`config.mk`:
```
export PLATFORM = sky130hd
export DESIGN_NAME = csc_wg_to_gem_roll_search
export DESIGN_NICKNAME = d
export VERILOG_FILES = /design/src/rtl/csc_wg_to_gem_roll_search.sv
export SDC_FILE = /design/constraint.sdc
export NUM_CORES = 1
export LEC_CHECK = 0
export ABC_CLOCK_PERIOD_IN_PS = 3000
export CELL_PAD_IN_SITES_DETAIL_PLACEMENT = 0
export CELL_PAD_IN_SITES_GLOBAL_PLACEMENT = 1
export CORE_MARGIN = 10
export CORE_UTILIZATION = 39
export CTS_CLUSTER_DIAMETER = 200
export CTS_CLUSTER_SIZE = 24
export DETAILED_ROUTE_END_ITERATION = 8
export MAX_ROUTING_LAYER = met4
export PLACE_DENSITY = 0.72
export SLEW_MARGIN = 20
export SYNTH_ARGS = -nofsm -noshare
export SYNTH_HDL_FRONTEND = slang
export SYNTH_SLANG_ARGS = --single-unit
export TNS_END_PERCENT = 50
```
`constraint.sdc`:
```
create_clock -name clock -period 3 [get_ports clock]
set_input_delay 0.9 -clock clock [delete_from_list [all_inputs] [get_ports clock]]
set_output_delay 0.9 -clock clock [all_outputs]
set_load 0.02 [all_outputs]
```
`src/rtl/csc_wg_to_gem_roll_search.sv`:
```
// CSC key wiregroup -> GEM roll search.
// Scans the eight GEM roll wiregroup windows [low, high] of the selected
// chamber parity one roll per clock. It reports the set of rolls whose window
// contains the key wiregroup, plus the lowest and highest matching roll.
//
// Handshake: start is sampled only while idle. Sampling it latches wg and
// even and raises busy. Eight clocks later the results update, done pulses
// for one cycle and busy drops. A start seen while busy is dropped, not queued.
// Window tables are rewritten through wen/w_sel/w_adr/w_data at any time.
// A scan reads the value held before a same-edge write.
module csc_wg_to_gem_roll_search #(
    parameter int NROLL = 8,
    parameter int WGW   = 7
) (
    input  logic             clock,
    input  logic             reset,
    input  logic             wen,
    input  logic [1:0]       w_sel,
    input  logic [2:0]       w_adr,
    input  logic [WGW-1:0]   w_data,
    input  logic             start,
    input  logic             even,
    input  logic [WGW-1:0]   wg,
    output logic             busy,
    output logic             done,
    output logic             found,
    output logic [2:0]       roll_first,
    output logic [2:0]       roll_last,
    output logic [NROLL-1:0] roll_mask
);

    localparam logic [2:0] LAST_IDX = 3'(NROLL - 1);

    typedef enum logic {
        IDLE = 1'b0,
        SCAN = 1'b1
    } state_t;

    // Window tables hold their configuration values from power-up; reset leaves them alone.
    logic [WGW-1:0] odd_low   [NROLL] = '{7'd37, 7'd31, 7'd27, 7'd22, 7'd19, 7'd15, 7'd11, 7'd8};
    logic [WGW-1:0] odd_high  [NROLL] = '{7'd47, 7'd44, 7'd38, 7'd33, 7'd28, 7'd23, 7'd19, 7'd15};
    logic [WGW-1:0] even_low  [NROLL] = '{7'd37, 7'd31, 7'd27, 7'd22, 7'd17, 7'd13, 7'd10, 7'd6};
    logic [WGW-1:0] even_high [NROLL] = '{7'd47, 7'd44, 7'd38, 7'd32, 7'd27, 7'd22, 7'd17, 7'd14};

    state_t           state, state_next;
    logic [2:0]       index;
    logic [WGW-1:0]   wg_lat;
    logic             even_lat;
    logic [NROLL-1:0] acc_mask, acc_mask_next;
    logic [2:0]       acc_first, acc_first_next;
    logic [2:0]       acc_last, acc_last_next;
    logic [WGW-1:0]   rd_low, rd_high;
    logic             hit;

    // Table write port; w_sel[1] picks parity, w_sel[0] picks the high bound.
    always_ff @(posedge clock) begin
        if (wen) begin
            case (w_sel)
                2'b00:   odd_low[w_adr]   <= w_data;
                2'b01:   odd_high[w_adr]  <= w_data;
                2'b10:   even_low[w_adr]  <= w_data;
                default: even_high[w_adr] <= w_data;
            endcase
        end
    end

    // FSM state register.
    always_ff @(posedge clock or posedge reset) begin
        if (reset) state <= IDLE;
        else       state <= state_next;
    end

    // FSM next state: idle until start, then exactly eight scan cycles.
    always_comb begin
        state_next = state;
        case (state)
            IDLE: if (start) state_next = SCAN;
            SCAN: if (index == LAST_IDX) state_next = IDLE;
            default: state_next = IDLE;
        endcase
    end

    assign busy = (state == SCAN);

    // Evaluate the current roll window against the latched wiregroup and fold it into the accumulators.
    always_comb begin
        rd_low         = even_lat ? even_low[index]  : odd_low[index];
        rd_high        = even_lat ? even_high[index] : odd_high[index];
        hit            = (wg_lat >= rd_low) && (wg_lat <= rd_high);
        acc_mask_next  = acc_mask;
        acc_first_next = acc_first;
        acc_last_next  = acc_last;
        if (hit) begin
            acc_mask_next[index] = 1'b1;
            acc_last_next        = index;
            if (acc_mask == '0) acc_first_next = index;
        end
    end

    // Scan datapath: latch the request, step the index, publish results on the last roll.
    always_ff @(posedge clock or posedge reset) begin
        if (reset) begin
            index      <= '0;
            wg_lat     <= '0;
            even_lat   <= 1'b0;
            acc_mask   <= '0;
            acc_first  <= '0;
            acc_last   <= '0;
            done       <= 1'b0;
            found      <= 1'b0;
            roll_first <= '0;
            roll_last  <= '0;
            roll_mask  <= '0;
        end else begin
            done <= 1'b0;
            case (state)
                IDLE: begin
                    if (start) begin
                        wg_lat    <= wg;
                        even_lat  <= even;
                        acc_mask  <= '0;
                        acc_first <= '0;
                        acc_last  <= '0;
                        index     <= '0;
                    end
                end
                SCAN: begin
                    acc_mask  <= acc_mask_next;
                    acc_first <= acc_first_next;
                    acc_last  <= acc_last_next;
                    index     <= index + 3'd1;
                    if (index == LAST_IDX) begin
                        roll_mask  <= acc_mask_next;
                        roll_first <= acc_first_next;
                        roll_last  <= acc_last_next;
                        found      <= |acc_mask_next;
                        done       <= 1'b1;
                    end
                end
                default: ;
            endcase
        end
    end

endmodule
```
# Word-level counts from Yosys, hierarchy flattened
# Memories as Yosys holds them, arrays and structs flattened.
# Index checks and enable logic that the tools add are counted.
[op_classes]
addsub = 1
multipliers = 0
div = 0
n_lt_le_gt_ge = 4
n_eq_ne = 4
shift = 0
mux = 31
n_bitwise = 2
reduce_logical = 8
[op_table]
columns = ["operator", "count"]
rows = [
  ["$pmux 3 s2", 3],
  ["$mux 1", 17],
  ["$mux 8", 2],
  ["$pmux 8 s2", 1],
  ["$mux 7", 2],
  ["$mux 3", 4],
  ["$logic_not 8->1", 1],
  ["$or 8x8->8", 1],
  ["$reduce_or 8->1", 1],
  ["$ge 7x7->1", 1],
  ["$le 7x7->1", 1],
  ["$lt 3x4->1 const B", 1],
  ["$reduce_and 2->1", 2],
  ["$add 3x1->3 const B", 1],
  ["$demux 1 s3", 1],
  ["$eq 3x3->1 const B", 1],
  ["$ge 3x1->1 const B", 1],
  ["$reduce_or 3->1", 1],
  ["$eq 2x1->1 const B", 1],
  ["$eq 2x2->1 const B", 1],
  ["$logic_and 1x1->1", 2],
  ["$logic_not 2->1", 1],
  ["$ne 2x2->1 const B", 1],
  ["$pmux 1 s2", 1],
  ["$not 1->1", 1],
]
[totals]
regBits = 42
latchBits = 0
ram_bits = 224
mem_bits_ro = 0
input_bits = 24
output_inout_bits = 17
memories = 4
[memory_table]
columns = ["memory", "depth", "word_bits", "read_ports", "rd_ports_with_merged_regs", "wr", "line_no", "text"]
rows = [
  ["even_high", 8, 7, 1, 0, 1, "43", "logic [WGW-1:0] even_high [NROLL] = '{7'd47, 7'd44, 7'd38, 7'd32, 7'd27, 7'd22, 7'd17, 7'd14};"],
  ["even_low", 8, 7, 1, 0, 1, "42", "logic [WGW-1:0] even_low [NROLL] = '{7'd37, 7'd31, 7'd27, 7'd22, 7'd17, 7'd13, 7'd10, 7'd6};"],
  ["odd_high", 8, 7, 1, 0, 1, "41", "logic [WGW-1:0] odd_high [NROLL] = '{7'd47, 7'd44, 7'd38, 7'd33, 7'd28, 7'd23, 7'd19, 7'd15};"],
  ["odd_low", 8, 7, 1, 0, 1, "40", "logic [WGW-1:0] odd_low [NROLL] = '{7'd37, 7'd31, 7'd27, 7'd22, 7'd19, 7'd15, 7'd11, 7'd8};"],
]

# Depth between registers and ports, before layout
# Gate-level depths: netlist of the first run.
[depth]
depth_word = 7
ltp_mapped = 16
depth_no_buf = 11

# Worst setup path before layout of the first run
# OpenSTA, ideal clock, no wires.
[synth_timing]
path_type = "flip-flop to flip-flop"
start = "register index[2]"
end = "register roll_last[1]"
setup_time_ns = 0.126
t_arrival_ns = 3.205
t_required_ns = 2.874
setup_slack_ns = -0.331
path_stages_with_launch = 15
cell_sequence = "dfrtp_1 -> buf_4 -> buf_2 -> buf_2 -> nor3_1 -> a211oi_1 -> a31o_2 -> ha_1 -> a21o_1 -> a221o_1 -> a31o_1 -> buf_6 -> and2_4 -> buf_6 -> a221o_1"
[synth_between]
elab_chain_cells = 5
[synth_lines]
columns = ["item", "line_no", "text"]
rows = [
  ["start, declared", "46", "logic [2:0] index;"],
  ["start signal, assigned", "131", "index <= index + 3'd1;"],
  ["$mem_v2 8x7, on equally long branches", "--", ""],
  ["$mux 7, on equally long branches", "87, 88", ""],
  ["$ge 7x7->1 / $le 7x7->1 (equally long branches)", "89", "hit = (wg_lat >= rd_low) && (wg_lat <= rd_high);"],
  ["$logic_and 1x1->1", "89", ""],
  ["$mux 3", "93", "if (hit) begin"],
  ["end signal, assigned", "135", "roll_last <= acc_last_next;"],
  ["end, declared", "28", "output logic [2:0] roll_last,"],
]
# Several ways; a longest one is shown, not always the timed one.
# A chain may end at the register's enable or synchronous reset.

# Worst setup path in the final report of the first run
[layout_timing]
start = "register index[2]"
end = "register roll_first[2]"
[layout_between]
elab_chain_cells = 5
[layout_lines]
columns = ["item", "line_no", "text"]
rows = [
  ["$mem_v2 8x7, on equally long branches", "--", ""],
  ["$mux 7, on equally long branches", "87, 88", ""],
  ["$ge 7x7->1 / $le 7x7->1 (equally long branches)", "89", ""],
  ["$logic_and 1x1->1", "89", ""],
  ["$mux 3", "93", ""],
  ["end signal, assigned", "134", "roll_first <= acc_first_next;"],
  ["end, declared", "27", "output logic [2:0] roll_first,"],
]
# Several ways; a longest one is shown, not always the timed one.

==> results of run 1 <==
-- through the flow --
| stage | TNS [ps] | cells | instance area, µm² | utilization (%) |
|---|---|---|---|---|
| floorplan | -402 | 761 | 11200 | - |
| global placement | -8820 | 1255 | 12800 | 45.8 |
| detailed placement | -10790 | 1255 | 12800 | 45.8 |
| CTS | -4340 | 1291 | 13600 | 48.7 |
| global route | -9070 | 1291 | 13800 | 49.2 |
| finish | -4670 | 1291 | 13800 | 49.2 |
-- worst reg2reg max path: cells and delay by family, from the launching register on --
| family | cells | cell delay, ps |
|---|---|---|
| compound gates | 6 | 1370 |
| fa+ha+maj | 1 | 290 |
| buf+inv | 2 | 290 |
| flops | 1 | 510 |
| mux | 1 | 310 |
| simple gates | 2 | 370 |
-- layout make-up --
| cell class | count | area (µm²) | area share [%] |
|---|---|---|---|
| flip-flops and latches | 266 | 7780 | 56.6 |
| multi-input cells | 440 | 3350 | 24.4 |
| repair buffers | 179 | 1690 | 12.3 |
| well taps | 378 | 473 | 3.44 |
| clock buffers | 19 | 390 | 2.84 |
| clock inverters | 2 | 38.8 | 0.282 |
| inverters | 7 | 26.3 | 0.191 |
-- layer usage --
layer / wire length, µm / share of wire [%] / track usage, % / vias up
met3: 1760 / 6.1 / 2.75 / 31
met5: 0 / 0 / - / -
met2: 13300 / 46 / 24.6 / 246
li1: - / - / - / 3220
met4: 403 / 1.4 / 2.26 / 0
met1: 13200 / 46 / 22.3 / 3552
-- worst min path at each step --
stage / cells after the start / end
3_3_place_gp: 2 / acc_mask[6]
3_5_place_dp: 2 / roll_last[0]
2_1_floorplan: 2 / acc_mask[4]
4_1_cts: 2 / roll_last[0]
6_report: 2 / roll_mask[3]
5_1_grt: 1 / roll_last[1]
-- synthesized netlist by cell type (6+ instances only) --
master	n	share of area [%]
buf_2	20	0.90
o21ai_0	28	1.3
mux2i_1	27	2.4
a21oi_1	29	1.3
nor2b_1	9	0.51
a22oi_1	14	0.95
dfrtp_1	42	9.5
inv_1	6	0.20
a221oi_1	9	0.71
nor2_1	73	2.5
nand3b_1	7	0.47
clkbuf_1	23	0.78
a221o_1	6	0.54
mux4_2	13	2.6
mux2_2	23	2.3
ha_1	16	1.8
nand2_1	79	2.7
a31oi_1	10	0.56
edfxtp_1	224	61
nand3_1	10	0.45
o221ai_1	7	0.55
-- where the power goes --
part           switching, mW  internal (mW)  total [mW]
Clock                   1.16          0.948        2.11
Combinational           3.58           3.33        6.91
Sequential             0.238           4.30        4.53
Total                   4.98           8.58        13.6
-- sequential cells by signal, indices dropped and copies added, names as in the netlist --
signal	flops
acc_first	3
acc_last	3
acc_mask	8
busy	1
done	1
even_high	56
even_lat	1
even_low	56
found	1
index	3
odd_high	56
odd_low	56
roll_first	3
roll_last	3
roll_mask	8
wg_lat	7
-- what timing repair did --
| action | 4_1_cts | 5_1_grt |
|---|---|---|
| gates cloned | 3 | 0 |
| gates resized for setup | 53 | 30 |
| setup endpoints to repair | 29 | 29 |
| pin swaps | 15 | 20 |
| hold buffers | 0 | 0 |
| setup buffers | 12 | 0 |
-- kinds of logic after synthesis --
group                    after synthesis  synth area share, %
AO/OA/AOI/OAI                        158                 10.1
adder cells (fa/ha/maj)               16                 1.81
buffers and inverters                 55                 2.29
flip-flops                           266                 70.2
multiplexers                          63                 7.42
AND/OR/NAND/NOR                      203                 8.10
==> reports/qor.yml, run 1 <==
run_status:
  outcome: "finished, violations left"
  violations: "negative setup slack"
synthesis:
  syn_nets: 801
  synth-main-ff-cell: "edfxtp_1"
  syn_inst: 761
  synthesis.area_um2: 11100
  yosysWarnings: 0
  yosysSeqAreaShare_pct: 70.2
  synth-edff-count: 224
  ys_ff_latch: 266
  avgSynthCellArea_um2: 14.6
  ys_types: 55
  async_reset_ff_share_pct: 15.8
critical_path:
  slowest_delay_ps: 510
  crit_path_start_kind: "flip-flop"
  worstPathMaxFanout: 7
  crit_chain: "buf_12 -> buf_6 -> mux4_2 -> a211oi_2 -> a31oi_1 -> o211ai_1 -> ha_1 -> and3_4 -> a221o_1 -> a31o_4 -> and3_4 -> a221o_1"
  required_ps: 3380
  critPathKind: "reg -> reg"
  r2r_end: "roll_first[2]"
  path_buf_inv: 2
  cpMaxStageDelayCell: "dfrtp_4"
  cp.arrival_ps: 3640
  rrSetupSlack_ps: -260
  r2r-start: "index[2]"
  cp-end-kind: "flip-flop"
  cp_num_cells: 12
  path_delay_family: "compound AO/OA/AOI/OAI gates"
  worstSetupEndpoint: "roll_first[2]"
  crit_start: "index[2]"
  r2r_cells: 12
final_layout:
  area_delta_synth_final_pct: 24.2
  fillCellCount: 2423
  final_common_cell: "edfxtp_1"
  diodes: 0
  drive_above_1_share_pct: 27.7
  nNetsFinal: 949
  mostFrequentLayoutCells: "224 x edfxtp_1, 112 x buf_4, 79 x nand2_1"
worst_hold_path:
  min_path_type: "reg -> reg"
  min_from: "roll_mask[3]"
grt:
  overflow: 0
  grt_pass1_wl_mm: 42.8
  grt_util_all_layers_pct: 16.0
  antenna_found_initial: 0
  grt_pass1_vias: 6843
  grt_max_degree: 43
sta:
  fmax_ghz: 0.307
  clock_skew_ps: 17.9
  rsz0062_at_grt: "true"
  worst_pin_slew_ps: 573
  slew_violations: 0
  finalSetupViolations: 29
  finalHoldWorstSlack_ps: 519
  period_share_pct: 109
  layout_setup_ws_ps: -260
  slew_headroom_pct: 61.6
  period_needed_ps: 3260
  finalHoldViolations: 0
cts:
  clockBufferDepth: 3
  worstSkewPairLatency_ps: 490
  cts_sinks: 266
  cts.clk_slew.worst_paths_ps: 90
  cts_tree: "yes"
  cts_buffers: 15
  cts_root_buffer: "clkbuf_16"
  htreeDepth: 1
routing:
  dr.first_iter.drc_count: 850
  drc: 0
  vias_per_cell: 5.46
  dr.pass1.iters: 7
  via_count: 7049
  wl_mm: 28.7
  postRouteAntennaNets: 0
  drt-wirelength-per-cell_um: 22.2
pwr:
  leakagePower_nw: 4.86
  power_density_nw_per_um2: 986
  p_total_mw: 13.6
  ir_drop_mv: 0.598
floorplanning:
  die_h_um: 189
  pin_count: 41
  core-area_um2: 27900
  dieArea_um2: 35500
  row_count: 61
  initial_utilization_pct: 39.6
  die_w_um: 189
placement:
  hpwl_mm: 19.1
  dp_slack_ps: -445
  portBuffers: 40
  gp_congestion: 0.873
job:
  maxCapViolCount: 0
(Power assumes the default switching activity.)
==> inputs of run 2 (changes only) <==
CTS_CLUSTER_SIZE = not set   (was 24)
==> reports/qor.yml, run 2 (synthesis gave the netlist of run 1 again) <==
cts:
  cts.clk_slew.worst_paths_ps: 60
  cts_tree: "yes"
  cts_root_buffer: "clkbuf_16"
  htreeDepth: 1
  worstSkewPairLatency_ps: 540
  cts_sinks: 266
  cts_buffers: 28
  clockBufferDepth: 3
sta:
  finalHoldViolations: 0
  rsz0062_at_grt: "true"
  period_needed_ps: 3300
  clock_skew_ps: 10.5
  slew_violations: 0
  worst_pin_slew_ps: 574
  period_share_pct: 110
  fmax_ghz: 0.303
  layout_setup_ws_ps: -301
  setup_tns_ps: -6040
  finalSetupViolations: 29
  slew_headroom_pct: 61.6
grt:
  antenna_found_initial: 0
  grt_pass1_wl_mm: 43.5
  grt_max_degree: 43
  grt_util_all_layers_pct: 16.2
  overflow: 0
  grt_pass1_vias: 7049
final_layout:
  fin_util_pct: 50.5
  diodes: 0
  stdcell_area_um2: 14100
  final_common_cell: "edfxtp_1"
  instances_no_fill: 1319
  drive_above_1_share_pct: 27.9
  nNetsFinal: 959
  fillCellCount: 2399
  mostFrequentLayoutCells: "224 x edfxtp_1, 115 x buf_4, 79 x nand2_1"
  area_delta_synth_final_pct: 27.4
run_status:
  violations: "negative setup slack"
  outcome: "finished, violations left"
routing:
  drc: 0
  wl_mm: 29.0
  via_count: 7193
  dr.first_iter.drc_count: 780
  dr.pass1.iters: 6
  vias_per_cell: 5.45
  postRouteAntennaNets: 0
  drt-wirelength-per-cell_um: 22.0
critical_path:
  worstPathMaxFanout: 6
  cp-end-kind: "flip-flop"
  crit_path_start_kind: "flip-flop"
  cp.arrival_ps: 3710
  required_ps: 3410
  critPathKind: "reg -> reg"
pwr:
  leakagePower_nw: 5.07
  power_density_nw_per_um2: 1040
  ir_drop_mv: 0.548
  p_total_mw: 14.7
placement:
  dpl_cell_area_um2: 12800
  hpwl_mm: 19.1
  portBuffers: 40
  dp.cells: 1255
  gp_congestion: 0.873
floorplanning:
  die_h_um: 189
  core-area_um2: 27900
  row_count: 61
  initial_utilization_pct: 39.6
  die_w_um: 189
  pin_count: 41
  dieArea_um2: 35500
worst_hold_path:
  min_path_type: "reg -> reg"
job:
  maxCapViolCount: 0
## run 2: timing repair
action,4_1_cts,5_1_grt
cloned,1,0
setup buffers,11,0
hold buffers,0,0
endpoints found under the setup margin,29,29
gates resized for setup,42,22
pin swaps,13,11
## run 2: stage by stage
step	setup slack [ps]	hold WS [ps]
CTS	-268	511
finish	-301	511
detailed placement	-445	486
floorplan	-84.9	464
global placement	-367	480
global route	-421	539
## run 2: power by group
group / internal [mW] / total [mW] / switching (mW) / leakage (nW)
logic: 3.17 / 6.65 / 3.47 / 2.08
registers: 4.30 / 4.55 / 0.247 / 2.54
clock network: 2.09 / 3.45 / 1.36 / 0.457
total: 9.57 / 14.7 / 5.08 / 5.07
## run 2: final timing paths
path	start	to	slack (ps)	cells past startpoint
hold reg to reg	found	found	510	1
setup / recovery	index[2]	roll_first[2]	-300	13
hold / removal	found	found	510	1
setup reg to reg	index[2]	roll_first[2]	-300	13
max in group asynchronous	reset	index[2]	1780	3
min in group asynchronous	reset	acc_mask[5]	810	3
## run 2: area by class of cell
cell class	count	area (µm²)	share of cell area, %
Clock buffer	43	841	5.96
Clock inverter	9	91.3	0.648
Inverter	7	26.3	0.186
Multi-Input combinational cell	440	3280	23.3
Sequential cell	266	7780	55.2
Tap cell	378	473	3.35
Timing Repair Buffer	176	1600	11.4
## run 2: metal layers
metal	share of wire, %	GRT usage, %	vias to the layer above
met5	0	-	-
met4	1.1	2.84	0
met3	6.0	2.46	30
met2	47	25.0	257
met1	46	22.7	3644
li1	-	-	3262
## run 2: worst max-delay path, stage by stage (launching register included)
cell and delay (ps):
dfrtp_4 540, buf_6 170, buf_6 120, mux2_4 290
a22oi_2 130, o21ai_2 80, a211oi_2 150, a31o_2 190
ha_4 220, and3_4 180, a221o_1 340, a31o_4 240
and3_4 190, a221o_1 320
==> inputs of run 3 (changes only) <==
CORE_UTILIZATION = 29   (was 39)
GPL_TIMING_DRIVEN = 0   (was not set)
PLACE_DENSITY = 0.59   (was 0.72)
==> reports/qor.yml, run 3 (synthesis gave the netlist of run 1 again) <==
grt:
  grt_max_degree: 33
  grtUsageMet2_pct: 22.6
  met3_usage_pct: 2.98
  grtUsageMet1_pct: 20.0
  grt_pass1_wl_mm: 49.8
  grt_util_all_layers_pct: 14.8
  busiest_layer: "met2"
  overflow: 0
  antenna_found_initial: 0
  grt_pass1_vias: 7063
run_status:
  violations: "negative setup slack"
  outcome: "finished, violations left"
routing:
  dr.first_iter.drc_count: 700
  drt-wirelength-per-cell_um: 24.6
  postRouteAntennaNets: 0
  wl_mm: 34.2
  dr.pass1.iters: 5
  drc: 0
  vias_per_cell: 5.08
  via_count: 7079
critical_path:
  rrSetupSlack_ps: -460
  worstPathMaxFanout: 8
  cp.arrival_ps: 3900
  critPathKind: "reg -> reg"
  crit_chain: "buf_6 -> buf_12 -> buf_12 -> mux4_2 -> a211oi_2 -> a31oi_1 -> o211ai_1 -> ha_1 -> and3_4 -> a221o_1 -> a31o_1 -> buf_6 -> and3_4 -> a221o_1"
  cpMaxStageDelayCell: "dfrtp_1"
  slowest_delay_ps: 430
  cp-end-kind: "flip-flop"
  crit_path_start_kind: "flip-flop"
  required_ps: 3440
final_layout:
  stdcell_area_um2: 13800
  register_area_um2: 7780
  final_common_cell: "edfxtp_1"
  drive_above_1_share_pct: 23.0
  nNetsFinal: 900
  area_delta_synth_final_pct: 25.0
  fillCellCount: 3680
  fin_util_pct: 36.8
  mostFrequentLayoutCells: "224 x edfxtp_1, 79 x nand2_1, 70 x nor2_1"
  multi_input_area_um2: 3310
  diodes: 0
job:
  maxCapViolCount: 0
cts:
  cts.clk_slew.worst_paths_ps: 60
  cts_sinks: 266
  cts_tree: "yes"
  htreeDepth: 1
  cts_root_buffer: "clkbuf_16"
  clockBufferDepth: 3
  cts_buffers: 30
  worstSkewPairLatency_ps: 580
sta:
  layout_setup_ws_ps: -458
  fmax_ghz: 0.289
  rsz0062_at_grt: "true"
  finalSetupViolations: 29
  period_share_pct: 115
  finalHoldViolations: 0
  finalHoldWorstSlack_ps: 512
  slew_violations: 0
  clock_skew_ps: 23.3
  period_needed_ps: 3460
  worst_pin_slew_ps: 945
  slew_headroom_pct: 36.8
placement:
  dpl_cell_area_um2: 12200
  hpwl_mm: 21.9
  portBuffers: 40
  gp_congestion: 0.838
worst_hold_path:
  min_path_type: "reg -> reg"
floorplanning:
  die_h_um: 215
  die_w_um: 215
  dieArea_um2: 46400
  pin_count: 41
  initial_utilization_pct: 29.4
  row_count: 71
  core-area_um2: 37700
pwr:
  ir_drop_mv: 0.521
  power_density_nw_per_um2: 1070
  leakagePower_nw: 4.75
run 3: metal layers:
layer  share of wire, %  vias up  wire length [µm]
met2                 46      268             15600
met3                7.0       49              2390
met5                  0        -                 0
li1                   -     3165                 -
met4                2.1        0               722
met1                 45     3597             15500
run 3: power breakdown:
group / switching, mW / leakage, nW / internal [mW]
Sequential: 0.229 / 2.54 / 4.30
Clock: 1.54 / 0.476 / 2.10
Combinational: 3.90 / 1.74 / 2.82
run 3: what timing repair did:
| action | in CTS | in global routing |
|---|---|---|
| endpoints found under the setup margin | 29 | 29 |
| gates cloned | 1 | 0 |
| resized for setup | 95 | 32 |
| hold buffers | 0 | 0 |
| setup buffers | 26 | 1 |
| pin swaps | 22 | 7 |
run 3: through the flow:
stage	power, mW	TNS [ps]	instances	worst slack (ps)
5_1_grt	15.6	-13490	1394	-524
3_3_place_gp	9.96	-45090	1312	-1370
6_report	14.9	-11390	1394	-458
4_1_cts	14.7	-11520	1393	-457
3_5_place_dp	9.98	-45530	1313	-1350
2_1_floorplan	7.92	-402	761	-84.9
run 3: worst paths after layout:
kind                            startpoint             to  cells after the start
worst max-delay path              index[2]  roll_first[1]                     14
worst min-delay path                 found          found                      1
worst max register to register    index[2]  roll_first[1]                     14
worst min register to register       found          found                      1
max in group asynchronous            reset       index[0]                      3
min in group asynchronous            reset      wg_lat[6]                      2
run 3: final cells by class:
class                      count  share of cell area [%]
buffer                        46                    3.45
clock inverter                22                    1.55
timing repair buffer          69                    4.61
clock buffer                  33                    5.50
inverter                       7                   0.217
sequential                   266                    56.2
multi-input combinational    440                    23.9
tap                          511                    4.62
run 3: worst max-delay path, delay by kind of cell, from the launching register on:
| kind | cells | cell delay (ps) |
|---|---|---|
| AO/OA/AOI/OAI | 6 | 1310 |
| buffers and inverters | 4 | 600 |
| flip-flops | 1 | 430 |
| AND/OR/NAND/NOR | 2 | 370 |
| multiplexers | 1 | 330 |
| adder cells (fa/ha/maj) | 1 | 290 |
